--- config.mk ---
export PLATFORM = sky130hd
export DESIGN_NAME = multicycle_control_unit_flat
export DESIGN_NICKNAME = d
export VERILOG_FILES = /design/src/rtl/multicycle_control_unit_if.sv /design/src/rtl/multicycle_control_unit.sv /design/src/flat_wrapper.sv
export SDC_FILE = /design/constraint.sdc
export NUM_CORES = 1
export LEC_CHECK = 0
export BUFFER_PORTS_ARGS = -buffer_cell sky130_fd_sc_hd__buf_2
export CAP_MARGIN = 0
export CORE_MARGIN = 8
export CORE_UTILIZATION = 57
export DETAILED_ROUTE_END_ITERATION = 10
export GPL_ROUTABILITY_DRIVEN = 1
export PLACE_DENSITY = 0.9
export SETUP_SLACK_MARGIN = 0.2
export SYNTH_ARGS = -nofsm -noshare
export SYNTH_HDL_FRONTEND = slang
export SYNTH_SLANG_ARGS = --single-unit
--- constraint.sdc ---
create_clock -name clk -period 4.1 [get_ports clk]
set_input_delay 0.82 -clock clk [delete_from_list [all_inputs] [get_ports clk]]
set_output_delay 0.82 -clock clk [all_outputs]
set_load 0.01 [all_outputs]
--- src/rtl/multicycle_control_unit_if.sv ---
`default_nettype none
// ============================================================================
// Module   : multicycle_control_unit_if
// Brief    : Bundle of opcode/status inputs and control strobes exchanged
//            between the multi-cycle control unit and its datapath/memory.
// Revision : 1.0 - initial release
// ============================================================================
interface multicycle_control_unit_if #(
  parameter int OPCODE_W = 4,
  parameter int ALUOP_W  = 2,
  parameter int CNT_W    = 16
);
  logic [OPCODE_W-1:0] opcode;
  logic                zero;
  logic                memReady;
  logic                instrRead;
  logic                irWrite;
  logic                pcWrite;
  logic                jump;
  logic                branch;
  logic [ALUOP_W-1:0]  aluOp;
  logic                regWrite;
  logic                memRead;
  logic                memWrite;
  logic                halted;
  logic                illegalOp;
  logic                memTimeout;
  logic [2:0]          state;
  logic [CNT_W-1:0]    instrCount;

  // Control unit side: consumes opcode/status, drives every strobe.
  modport master (
    input  opcode, zero, memReady,
    output instrRead, irWrite, pcWrite, jump, branch, aluOp, regWrite,
           memRead, memWrite, halted, illegalOp, memTimeout, state, instrCount
  );

  // Datapath/memory side.
  modport slave (
    output opcode, zero, memReady,
    input  instrRead, irWrite, pcWrite, jump, branch, aluOp, regWrite,
           memRead, memWrite, halted, illegalOp, memTimeout, state, instrCount
  );
endinterface
`default_nettype wire

--- src/rtl/multicycle_control_unit.sv ---
`default_nettype none
// ============================================================================
// Module   : multicycle_control_unit
// Brief    : Multi-cycle instruction sequencer (FETCH/DECODE/EXECUTE/MEM/
//            WRITEBACK/HALT) with memory handshake, MEM wait timeout,
//            retired-instruction counter and sticky error flags.
// Revision : 1.0 - initial release
// ============================================================================
module multicycle_control_unit #(
  parameter int OPCODE_W    = 4,
  parameter int ALUOP_W     = 2,
  parameter int MEM_TIMEOUT = 15,
  parameter int CNT_W       = 16
) (
  input  logic                      clk,
  input  logic                      reset,
  multicycle_control_unit_if.master bus
);

  localparam int WAIT_W = $clog2(MEM_TIMEOUT + 1);

  localparam logic [OPCODE_W-1:0] OP_ADD   = OPCODE_W'(0);
  localparam logic [OPCODE_W-1:0] OP_SUB   = OPCODE_W'(1);
  localparam logic [OPCODE_W-1:0] OP_LOAD  = OPCODE_W'(2);
  localparam logic [OPCODE_W-1:0] OP_STORE = OPCODE_W'(3);
  localparam logic [OPCODE_W-1:0] OP_JUMP  = OPCODE_W'(4);
  localparam logic [OPCODE_W-1:0] OP_BEQ   = OPCODE_W'(5);
  localparam logic [OPCODE_W-1:0] OP_HALT  = {OPCODE_W{1'b1}};

  localparam logic [WAIT_W-1:0] WAIT_LAST = WAIT_W'(MEM_TIMEOUT - 1);

  typedef enum logic [2:0] {
    S_FETCH     = 3'd0,
    S_DECODE    = 3'd1,
    S_EXECUTE   = 3'd2,
    S_MEM       = 3'd3,
    S_WRITEBACK = 3'd4,
    S_HALT      = 3'd5
  } state_t;

  state_t              state_reg, next_state;
  logic [OPCODE_W-1:0] op_reg;
  logic [WAIT_W-1:0]   wait_cnt;
  logic [CNT_W-1:0]    count_reg;
  logic                illegal_reg, timeout_reg;

  logic instr_read, ir_write, pc_write, jump_sel, branch_sel, alu_sub;
  logic reg_write, mem_read, mem_write;
  logic count_inc, set_illegal, set_timeout;

  // State, opcode latch, MEM wait counter, retire counter and sticky flags.
  always_ff @(posedge clk or posedge reset) begin
    if (reset) begin
      state_reg   <= S_FETCH;
      op_reg      <= '0;
      wait_cnt    <= '0;
      count_reg   <= '0;
      illegal_reg <= 1'b0;
      timeout_reg <= 1'b0;
    end else begin
      state_reg <= next_state;
      if (state_reg == S_DECODE) begin
        op_reg <= bus.opcode;
      end
      // Held at zero outside MEM so every MEM visit starts from a clean count.
      if (state_reg != S_MEM) begin
        wait_cnt <= '0;
      end else if (!bus.memReady) begin
        wait_cnt <= wait_cnt + 1'b1;
      end
      if (count_inc) begin
        count_reg <= count_reg + 1'b1;
      end
      if (set_illegal) begin
        illegal_reg <= 1'b1;
      end
      if (set_timeout) begin
        timeout_reg <= 1'b1;
      end
    end
  end

  // Next-state and strobe decode from state, opcode, zero and memReady.
  always_comb begin
    next_state  = state_reg;
    instr_read  = 1'b0;
    ir_write    = 1'b0;
    pc_write    = 1'b0;
    jump_sel    = 1'b0;
    branch_sel  = 1'b0;
    alu_sub     = 1'b0;
    reg_write   = 1'b0;
    mem_read    = 1'b0;
    mem_write   = 1'b0;
    count_inc   = 1'b0;
    set_illegal = 1'b0;
    set_timeout = 1'b0;
    case (state_reg)
      S_FETCH: begin
        instr_read = 1'b1;
        if (bus.memReady) begin
          ir_write   = 1'b1;
          pc_write   = 1'b1;
          next_state = S_DECODE;
        end
      end
      // The live opcode is decoded here; it is latched at the end of this cycle.
      S_DECODE: begin
        case (bus.opcode)
          OP_ADD, OP_SUB, OP_LOAD, OP_STORE, OP_BEQ: next_state = S_EXECUTE;
          OP_JUMP: begin
            pc_write   = 1'b1;
            jump_sel   = 1'b1;
            count_inc  = 1'b1;
            next_state = S_FETCH;
          end
          OP_HALT: next_state = S_HALT;
          default: begin
            set_illegal = 1'b1;
            next_state  = S_FETCH;
          end
        endcase
      end
      S_EXECUTE: begin
        alu_sub = (op_reg == OP_SUB) || (op_reg == OP_BEQ);
        if (op_reg == OP_LOAD || op_reg == OP_STORE) begin
          next_state = S_MEM;
        end else if (op_reg == OP_BEQ) begin
          branch_sel = 1'b1;
          pc_write   = bus.zero;
          count_inc  = 1'b1;
          next_state = S_FETCH;
        end else begin
          next_state = S_WRITEBACK;
        end
      end
      // Completion on memReady takes priority over the timeout check.
      S_MEM: begin
        mem_read  = (op_reg == OP_LOAD);
        mem_write = (op_reg != OP_LOAD);
        if (bus.memReady) begin
          if (op_reg == OP_LOAD) begin
            next_state = S_WRITEBACK;
          end else begin
            count_inc  = 1'b1;
            next_state = S_FETCH;
          end
        end else if (wait_cnt == WAIT_LAST) begin
          set_timeout = 1'b1;
          next_state  = S_FETCH;
        end
      end
      S_WRITEBACK: begin
        reg_write  = 1'b1;
        count_inc  = 1'b1;
        next_state = S_FETCH;
      end
      S_HALT:  next_state = S_HALT;
      default: next_state = S_FETCH;
    endcase
  end

  // Strobes are forced low while reset is asserted.
  assign bus.instrRead  = instr_read & ~reset;
  assign bus.irWrite    = ir_write   & ~reset;
  assign bus.pcWrite    = pc_write   & ~reset;
  assign bus.jump       = jump_sel   & ~reset;
  assign bus.branch     = branch_sel & ~reset;
  assign bus.aluOp      = (alu_sub & ~reset) ? ALUOP_W'(1) : '0;
  assign bus.regWrite   = reg_write  & ~reset;
  assign bus.memRead    = mem_read   & ~reset;
  assign bus.memWrite   = mem_write  & ~reset;
  assign bus.halted     = (state_reg == S_HALT) & ~reset;
  assign bus.illegalOp  = illegal_reg;
  assign bus.memTimeout = timeout_reg;
  assign bus.state      = state_reg;
  assign bus.instrCount = count_reg;

endmodule
`default_nettype wire

--- src/flat_wrapper.sv ---
// flat-port wrapper written by rule: the top's interface ports become plain ports
module multicycle_control_unit_flat 
#(
  parameter int OPCODE_W    = 4,
  parameter int ALUOP_W     = 2,
  parameter int MEM_TIMEOUT = 15,
  parameter int CNT_W       = 16
)
  (clk, reset, bus_opcode, bus_zero, bus_memReady, bus_instrRead, bus_irWrite, bus_pcWrite, bus_jump, bus_branch, bus_aluOp, bus_regWrite, bus_memRead, bus_memWrite, bus_halted, bus_illegalOp, bus_memTimeout, bus_state, bus_instrCount);
  multicycle_control_unit_if #(.OPCODE_W(OPCODE_W), .ALUOP_W(ALUOP_W), .CNT_W(CNT_W)) bus_i ();
  input  logic clk;
  input  logic reset;
  input wire logic [$bits(bus_i.opcode)-1:0] bus_opcode;
  input wire logic [$bits(bus_i.zero)-1:0] bus_zero;
  input wire logic [$bits(bus_i.memReady)-1:0] bus_memReady;
  output wire logic [$bits(bus_i.instrRead)-1:0] bus_instrRead;
  output wire logic [$bits(bus_i.irWrite)-1:0] bus_irWrite;
  output wire logic [$bits(bus_i.pcWrite)-1:0] bus_pcWrite;
  output wire logic [$bits(bus_i.jump)-1:0] bus_jump;
  output wire logic [$bits(bus_i.branch)-1:0] bus_branch;
  output wire logic [$bits(bus_i.aluOp)-1:0] bus_aluOp;
  output wire logic [$bits(bus_i.regWrite)-1:0] bus_regWrite;
  output wire logic [$bits(bus_i.memRead)-1:0] bus_memRead;
  output wire logic [$bits(bus_i.memWrite)-1:0] bus_memWrite;
  output wire logic [$bits(bus_i.halted)-1:0] bus_halted;
  output wire logic [$bits(bus_i.illegalOp)-1:0] bus_illegalOp;
  output wire logic [$bits(bus_i.memTimeout)-1:0] bus_memTimeout;
  output wire logic [$bits(bus_i.state)-1:0] bus_state;
  output wire logic [$bits(bus_i.instrCount)-1:0] bus_instrCount;
  assign bus_i.opcode = bus_opcode;
  assign bus_i.zero = bus_zero;
  assign bus_i.memReady = bus_memReady;
  assign bus_instrRead = bus_i.instrRead;
  assign bus_irWrite = bus_i.irWrite;
  assign bus_pcWrite = bus_i.pcWrite;
  assign bus_jump = bus_i.jump;
  assign bus_branch = bus_i.branch;
  assign bus_aluOp = bus_i.aluOp;
  assign bus_regWrite = bus_i.regWrite;
  assign bus_memRead = bus_i.memRead;
  assign bus_memWrite = bus_i.memWrite;
  assign bus_halted = bus_i.halted;
  assign bus_illegalOp = bus_i.illegalOp;
  assign bus_memTimeout = bus_i.memTimeout;
  assign bus_state = bus_i.state;
  assign bus_instrCount = bus_i.instrCount;
  multicycle_control_unit #(.OPCODE_W(OPCODE_W), .ALUOP_W(ALUOP_W), .MEM_TIMEOUT(MEM_TIMEOUT), .CNT_W(CNT_W)) u_core (.clk(clk), .reset(reset), .bus(bus_i));
endmodule
==> reports/qor.csv, run 1 <==
metric,value,unit
RSZ-0062 raised after global routing,no,
Synth area leader,dfrtp_1,
Post-Synth XOR/XNOR Area,11.6,%
CP required,3280,ps
max reg flops,16,
RR Startpoint,u_core.bus.state[0],
hold buffers post-CTS,0,
register share of total power,45.0,%
Final min period,2710,ps
die height,70.1,um
syn_nets,173,
Yosys reg bits,29,
Post-Synthesis Cells,162,
synthesized area per cell,10.3,um^2
post-layout net count,214,
dpl hpwl,2900,um
HP Start,u_core.bus.instrCount[15],
CP Data Arrival Time,1890,ps
ys async rst share,100,%
Ys Warns,0,
R2R depth,5,
share of layout cells above drive strength 1,30.5,%
Crit Path Class,input pin to output pin,
Sw Share,39.6,%
initial antenna violation count,0,
clock latency on the worst-skew pair,320,ps
worst hold slack,466,ps
diode count,0,
Slew @ Worst Pin,538,ps
count of cells along the worst hold path,1,
Final setup viols,0,
Combinational Power Share,37.4,%
Fin Setup TNS,0,ps
Final Instance Area,1930,um^2
largest family of logic cells by synthesized area,simple AND/OR/NAND/NOR gates,
total power,991,uW
Wirelength per Cell,15.7,um
Clock power frac,17.6,%
gpl congestion,0.867,
H-Tree Depth,2,
I/O Pins,40,
outcome,"complete, no violations",
Hold/Removal Path Class,register to register,
drt via density,5.86,
CP Capture Type,output pin,
register area share after synthesis,43.5,%
flop2flop setup slack,2180,ps
Int Pwr,599,uW
core area,2760,um^2
Final Skew,5.31,ps
Post-Synth Simple-Gate Area,28.7,%
cell with the most instances after synthesis,dfrtp_1,
"EDFF count, synth",0,
Synth Flop Type,dfrtp_1,
"antenna viol nets, final",0,
DRT Pass-1 Iters,4,
Yosys cell types,44,
leakage power,0.000984,uW
DRT iter0 DRCs,101,
vias,1371,
Synth top area share,43.5,%
VDD IR max,0.389,mV
Synth Area in Adders,2.25,%
multiplexer share of the synthesized area,2.70,%
fill count,209,
clk slew on worst S/H paths,90,ps
Fin. Hold Viols,0,
Num CTS Buffers,5,
Area growth syn-to-layout,15.6,%
Slew Limit Fails,0,
Max Root-Sink Buffers,2,
drt total wl,3680,um
CP Max Fanout,4,
commonest cells in the netlist,"29 x dfrtp_1, 18 x nor2_1, 14 x nand2_1",
Syn Std Cell Area,1670,um^2
DRC,0,
die area,4910,um^2
Port-buffer cells,38,
# resized after CTS,0,
period utilisation layout,66.0,%
Die Wd,70.1,um
CTS tree,done,
Slew HR,64.1,%
Synth Area in Compound Gates,7.73,%
vias in the first global route,1403,
largest net degree at the start of global routing,19,
Root Buffer,clkbuf_4,
Power Dens Cells,514,nW/um^2
Worst R2R End,u_core.bus.instrCount[2],
GR Overflow Total,0,
"top cells by area, synth","dfrtp_1 44%, xor2_1 6.3%, nor2_1 4.1%",
CP Launch Type,input pin,
Tot GR Track Use,15.7,%
first-pass GRT wire length,6430,um
Psw,393,uW
Starting Density,60.5,%
clock sinks,29,
fmax,369,MHz
Area after DPL,1870,um^2
row cnt,19,
Max Cap Viol,0,
post-CTS setup buffer count,0,
hold endpoint,u_core.bus.instrCount[15],
## power groups by stage
stage | sequential (uW) | clock (uW) | combinational, uW
detailed placement | 450 | 0 | 375
CTS | 445 | 177 | 376
floorplan | 410 | 0 | 317
global placement | 443 | 0 | 361
global route | 458 | 190 | 412
finish | 446 | 175 | 371
## through the flow
step / std cells / util (%) / worst slack (ps)
floorplan: 162 / - / 1480
global placement: 227 / 67.9 / 1470
detailed placement: 227 / 67.9 / 1420
CTS: 234 / 69.9 / 1420
global route: 234 / 69.9 / 1260
finish: 234 / 69.9 / 1390
## worst max-delay path by stage
stage,slack [ps],start,end,depth (start not counted)
final,1390,bus_opcode[0],bus_pcWrite,7
after global routing,1260,u_core.bus.state[1],bus_memRead,5
after CTS,1420,bus_opcode[0],bus_pcWrite,7
after detailed placement,1420,bus_opcode[0],bus_pcWrite,7
after global placement,1470,bus_opcode[0],bus_pcWrite,7
after floorplan,1480,reset,bus_halted,2
## cell usage in the layout (no fill, tap or decap), types with 6 or more instances in the layout
cell,n
nand3_1,8
xnor2_1,7
dfrtp_1,29
xor2_1,12
nand2_1,14
nor2_1,18
buf_2,38
o21ai_0,6
and3_1,7
## critical path: stages
cell	delay, ps
buf_2	130
nor4b_4	340
nand2_1	90
o21ai_0	110
a22oi_1	90
nor3_1	150
buf_2	160
## metal layers
layer | track usage (%) | part of all wire, % | vias to the layer above
met5 | 0 | 0 | -
met4 | 5.80 | 0.92 | 0
met3 | 7.34 | 7.9 | 4
met2 | 26.7 | 51 | 48
met1 | 16.4 | 40 | 664
li1 | - | - | 655
## layout make-up
cell class / count / area [um^2] / share of cell area (%)
flip-flops and latches: 29 / 726 / 37.6
clock buffers: 7 / 55.1 / 2.86
multi-input cells: 122 / 888 / 46.1
repair buffers: 39 / 198 / 10.3
inverters: 6 / 22.5 / 1.17
well taps: 31 / 38.8 / 2.01
## cell families after synthesis
family	count (synthesis)
AOI/OAI and AO/OA	18
xor gates and xnor gates	20
adders and majority gates	3
buffers and inverters	11
DFF	29
muxes	4
other	1
and+or+nand+nor	76
(Power assumes the default switching activity.)
==> run 2: changes to the inputs <==
--- a/config.mk
+++ b/config.mk
@@ -8,10 +8,10 @@
 export BUFFER_PORTS_ARGS = -buffer_cell sky130_fd_sc_hd__buf_2
 export CAP_MARGIN = 0
 export CORE_MARGIN = 8
-export CORE_UTILIZATION = 57
+export CORE_UTILIZATION = 53
 export DETAILED_ROUTE_END_ITERATION = 10
 export GPL_ROUTABILITY_DRIVEN = 1
-export PLACE_DENSITY = 0.9
+export PLACE_DENSITY = 0.85
 export SETUP_SLACK_MARGIN = 0.2
 export SYNTH_ARGS = -nofsm -noshare
 export SYNTH_HDL_FRONTEND = slang
==> constraint.sdc (replaced) <==
create_clock -name clk -period 2.7 [get_ports clk]
set_input_delay 0.54 -clock clk [delete_from_list [all_inputs] [get_ports clk]]
set_output_delay 0.54 -clock clk [all_outputs]
set_load 0.01 [all_outputs]
==> reports/qor.csv, run 2 (same netlist as run 1, synthesis figures left out) <==
metric,value,unit,change
outcome,"complete, no violations",,
Root Buffer,clkbuf_4,,
fill count,271,,+30%
Area growth syn-to-layout,17.6,%,
Die Wd,72.1,um,+2.9%
CTS tree,done,,
clk slew on worst S/H paths,90,ps,about the same
I/O Pins,40,,unchanged
Max Root-Sink Buffers,2,,unchanged
dpl hpwl,2790,um,-4.0%
core area,3030,um^2,+9.8%
die area,5200,um^2,+5.8%
Final min period,2330,ps,
Fin Setup TNS,0,ps,unchanged
share of layout cells above drive strength 1,32.2,%,+1.7 points
DRC,0,,unchanged
period utilisation layout,86.2,%,
"antenna viol nets, final",0,,unchanged
Slew Limit Fails,0,,unchanged
Worst R2R End,u_core.bus.instrCount[1],,
post-CTS setup buffer count,0,,unchanged
"commonest non-fill, non-tap cell in the layout",buf_2,,
clock latency on the worst-skew pair,330,ps,about the same
DRT Pass-1 Iters,4,,unchanged
Port-buffer cells,38,,unchanged
diode count,0,,unchanged
worst-path cell chain,"and4bb_1, and2_4, a22oi_1, nor3_1, buf_2",,
"commonest non-fill, non-tap cells in the layout","38 x buf_2, 27 x dfrtp_1, 18 x nor2_1",,
largest net degree at the start of global routing,18,,-1
post-layout net count,216,,+0.93%
Wirelength per Cell,14.7,um,-6.5%
initial antenna violation count,0,,unchanged
GR Overflow Total,0,,unchanged
largest incremental delay on the critical path,510,ps,+170 ps
Num CTS Buffers,5,,unchanged
DRT iter0 DRCs,43,,-57%
CP required,2160,ps,-1120 ps
drt total wl,3660,um,-0.54%
Fin. Hold Viols,0,,unchanged
R2R depth,4,,-1
row cnt,20,,+1
max reg flops,16,,unchanged
VDD IR max,0.406,mV,+4.3%
leakage power,0.000991,uW,+0.69%
hold buffers post-CTS,0,,unchanged
die height,72.1,um,+2.9%
CP Data Arrival Time,1790,ps,-100 ps
CP max stage cell,dfrtp_2,,
vias in the first global route,1313,,-6.4%
Final setup viols,0,,unchanged
Tot GR Track Use,15.3,%,-0.32 points
Max Cap Viol,0,,unchanged
worst hold slack,192,ps,-274 ps
Hold/Removal Path Class,input pin to async pin,,
CP Capture Type,output pin,,
vias,1361,,-0.73%
first-pass GRT wire length,6150,um,-4.4%
Starting Density,55.1,%,-5.4 points
fmax,430,MHz,
RSZ-0062 raised after global routing,no,,
CP Max Fanout,12,,+8
Power Dens Cells,777,nW/um^2,+51%
Final Skew,6.15,ps,+0.842 ps
drt via density,5.47,,-6.7%
H-Tree Depth,2,,unchanged
CP Launch Type,register,,
Crit Path Class,register to output pin,,
gpl congestion,0.853,,-1.6%
flop2flop setup slack,850,ps,-1330 ps
clock sinks,29,,unchanged
RR Startpoint,u_core.op_reg[0],,
==> run 2: changes by cell type in the layout (fill, tap and decap cells not counted), sizes merged <==
cell / previous run / this run
buf: 39 / 41
==> run 2: critical path: cells and delay by family (launching register included) <==
kind | cells | cell delay, ps
buf+inv | 1 | 180
flops | 1 | 510
simple gates | 3 | 690
compound gates | 1 | 80
==> run 2: per-stage QoR <==
| stage | setup slack [ps] | std cells | util [%] | total power, uW | instance area (um^2) |
|---|---|---|---|---|---|
| global placement | 584 | 242 | 62.9 | 1250 | 1900 |
| detailed placement | 540 | 242 | 62.9 | 1260 | 1900 |
| floorplan | 636 | 162 | - | 1100 | 1670 |
| global route | 220 | 249 | 64.8 | 1630 | 1960 |
| finish | 373 | 249 | 64.8 | 1520 | 1960 |
| CTS | 294 | 249 | 64.7 | 1540 | 1960 |
==> run 2: final cells by class <==
| cell class | instances | area, um^2 | share of cell area, % |
|---|---|---|---|
| Multi-Input combinational cell | 122 | 888 | 45.3 |
| Sequential cell | 29 | 728 | 37.1 |
| Timing Repair Buffer | 41 | 213 | 10.8 |
| Clock buffer | 7 | 55.1 | 2.81 |
| Tap cell | 44 | 55.1 | 2.81 |
| Inverter | 6 | 22.5 | 1.15 |
==> run 2: worst max path at each step <==
stage | from | endpoint | slack, ps | cells after the start
finish | u_core.bus.state[2] | bus_pcWrite | 370 | 5
global route | u_core.bus.state[2] | bus_pcWrite | 220 | 5
CTS | u_core.bus.state[2] | bus_pcWrite | 290 | 5
detailed placement | bus_opcode[0] | bus_pcWrite | 540 | 7
global placement | bus_opcode[0] | bus_pcWrite | 580 | 7
floorplan | reset | bus_halted | 640 | 2
==> run 2: timing repair <==
item                                    4_1_cts  5_1_grt
endpoints found under the setup margin        0        2
hold endpoints to repair                      0        0
gates resized for setup                       0        2
==> run 2: power by group <==
part / internal, uW / switching (uW)
combinational: 286 / 316
sequential: 514 / 140
clock: 123 / 145
==> run 2: per-layer routing <==
| metal | GRT usage [%] | up-vias | wire, um |
|---|---|---|---|
| li1 | - | 653 | - |
| met1 | 15.9 | 654 | 1480 |
| met2 | 26.0 | 49 | 1810 |
| met3 | 6.47 | 5 | 306 |
| met4 | 7.48 | 0 | 66 |
| met5 | 0 | - | 0 |
==> run 3: changes to the inputs <==
--- a/config.mk
+++ b/config.mk
@@ -9,6 +9,7 @@
 export CAP_MARGIN = 0
 export CORE_MARGIN = 8
 export CORE_UTILIZATION = 53
+export CTS_BUF_LIST = sky130_fd_sc_hd__clkbuf_16
 export DETAILED_ROUTE_END_ITERATION = 10
 export GPL_ROUTABILITY_DRIVEN = 1
 export PLACE_DENSITY = 0.85
==> reports/qor.csv, run 3 (same netlist as run 1, synthesis figures left out) <==
metric,value,unit,change
CP required,2160,ps,about the same
I/O Pins,40,,unchanged
max reg flops,16,,unchanged
Placed Cells,242,,unchanged
met3 GRT Util,6.89,%,+0.41 points
DRT iter0 DRCs,49,,+14%
CP Max Fanout,12,,unchanged
core area,3030,um^2,unchanged
CP Capture Type,output pin,,
# resized after CTS,0,,unchanged
R2R depth,4,,unchanged
drt total wl,3630,um,-1.0%
Max Root-Sink Buffers,2,,unchanged
GR Overflow Total,0,,unchanged
Fin Setup TNS,0,ps,unchanged
Fin. Hold Viols,0,,unchanged
dpl hpwl,2790,um,unchanged
Die Wd,72.1,um,unchanged
Final setup viols,0,,unchanged
worst setup path start,u_core.bus.state[2],,
Crit Path Class,register to output pin,,
outcome,"complete, no violations",,
"commonest non-fill, non-tap cells in the layout","38 x buf_2, 29 x dfrtp_1, 18 x nor2_1",,
post-layout net count,216,,unchanged
vias in the first global route,1306,,-0.53%
CP Launch Type,register,,
Root Buffer,clkbuf_16,,
RSZ-0062 raised after global routing,no,,
Power Dens Cells,862,nW/um^2,+11%
Tot GR Track Use,15.1,%,-0.29 points
clock sinks,29,,unchanged
die height,72.1,um,unchanged
Worst Setup EP,bus_pcWrite,,
DRT Pass-1 Iters,4,,unchanged
Max Cap Viol,0,,unchanged
VDD IR max,0.438,mV,+8.0%
post-CTS setup buffer count,0,,unchanged
largest incremental delay on the critical path,530,ps,+20 ps
DRC,0,,unchanged
gpl congestion,0.853,,unchanged
clock latency on the worst-skew pair,270,ps,-60 ps
RR Startpoint,u_core.bus.state[2],,
H-Tree Depth,2,,unchanged
die area,5200,um^2,unchanged
"antenna viol nets, final",0,,unchanged
Final Skew,4.73,ps,-1.41 ps
GRT busiest layer,met2,,
Final min period,2290,ps,-39.1 ps
CP Data Arrival Time,1750,ps,-40 ps
initial antenna violation count,0,,unchanged
leakage power,0.00103,uW,+4.1%
flop2flop setup slack,840,ps,about the same
routing usage on met2,25.2,%,-0.80 points
worst-path cell chain,"and4bb_1, and2_4, a22oi_1, nor3_1, buf_2",,
CP max stage cell,dfrtp_1,,
final std cells w/o fill,249,,unchanged
CTS tree,done,,
Wirelength per Cell,14.6,um,-1.0%
row cnt,20,,unchanged
worst hold slack,252,ps,+60.4 ps
drt via density,5.37,,-1.7%
share of layout cells above drive strength 1,30.7,%,-1.5 points
Worst R2R End,u_core.bus.instrCount[1],,
"commonest non-fill, non-tap cell in the layout",buf_2,,
largest net degree at the start of global routing,18,,unchanged
hold buffers post-CTS,0,,unchanged
Area growth syn-to-layout,22.1,%,
Starting Density,55.1,%,unchanged
vias,1338,,-1.7%
met1 Usage GRT,16.3,%,+0.33 points
first-pass GRT wire length,6120,um,-0.44%
fmax,437,MHz,+1.7%
diode count,0,,unchanged
clk slew on worst S/H paths,50,ps,-40 ps
period utilisation layout,84.7,%,-1.4 points
Num CTS Buffers,5,,unchanged
Port-buffer cells,38,,unchanged
Slew Limit Fails,0,,unchanged
Hold/Removal Path Class,input pin to async pin,,
-- run 3: where the power goes --
part | internal, uW | switching (uW) | total (uW) | leakage (uW)
clock | 327 | 176 | 503 | 0.0000685
combinational | 285 | 312 | 597 | 0.000579
sequential | 514 | 140 | 654 | 0.000384
-- run 3: worst min-delay path by stage --
| stage | slack [ps] | end | start |
|---|---|---|---|
| 2_1_floorplan | 500 | u_core.bus.illegalOp | u_core.bus.illegalOp |
| 3_3_place_gp | 450 | u_core.bus.instrCount[15] | u_core.bus.instrCount[15] |
| 3_5_place_dp | 460 | u_core.bus.instrCount[15] | u_core.bus.instrCount[15] |
| 4_1_cts | 250 | u_core.bus.illegalOp | reset |
| 5_1_grt | 260 | u_core.bus.illegalOp | reset |
| 6_report | 250 | u_core.bus.illegalOp | reset |
-- run 3: cell type report --
class | count | area [um^2]
clock buffers | 5 | 125
clock inverters | 2 | 7.51
fillers | 257 | 991
inverters | 6 | 22.5
multi-input cells | 122 | 888
flip-flops and latches | 29 | 726
well taps | 44 | 55.1
repair buffers | 41 | 213
-- run 3: critical path: cells and delay by family (launching register included) --
family          cells  cell delay [ps]
simple gates        3              690
flops               1              530
buf+inv             1              170
compound gates      1               90
-- run 3: per-layer routing --
layer	up-vias	part of all wire, %
met5	-	0
met4	0	1.2
met3	3	7.7
met2	34	49
met1	648	42
li1	653	-
-- run 3: stage by stage --
step	setup WS [ps]	total power (uW)	utilization (%)	area (um^2)
after floorplan	636	1100	-	1670
after CTS	372	1770	67.3	2040
after global routing	245	1860	67.3	2040
after global placement	584	1250	62.9	1900
final	412	1750	67.3	2040
after detailed placement	540	1260	62.9	1900
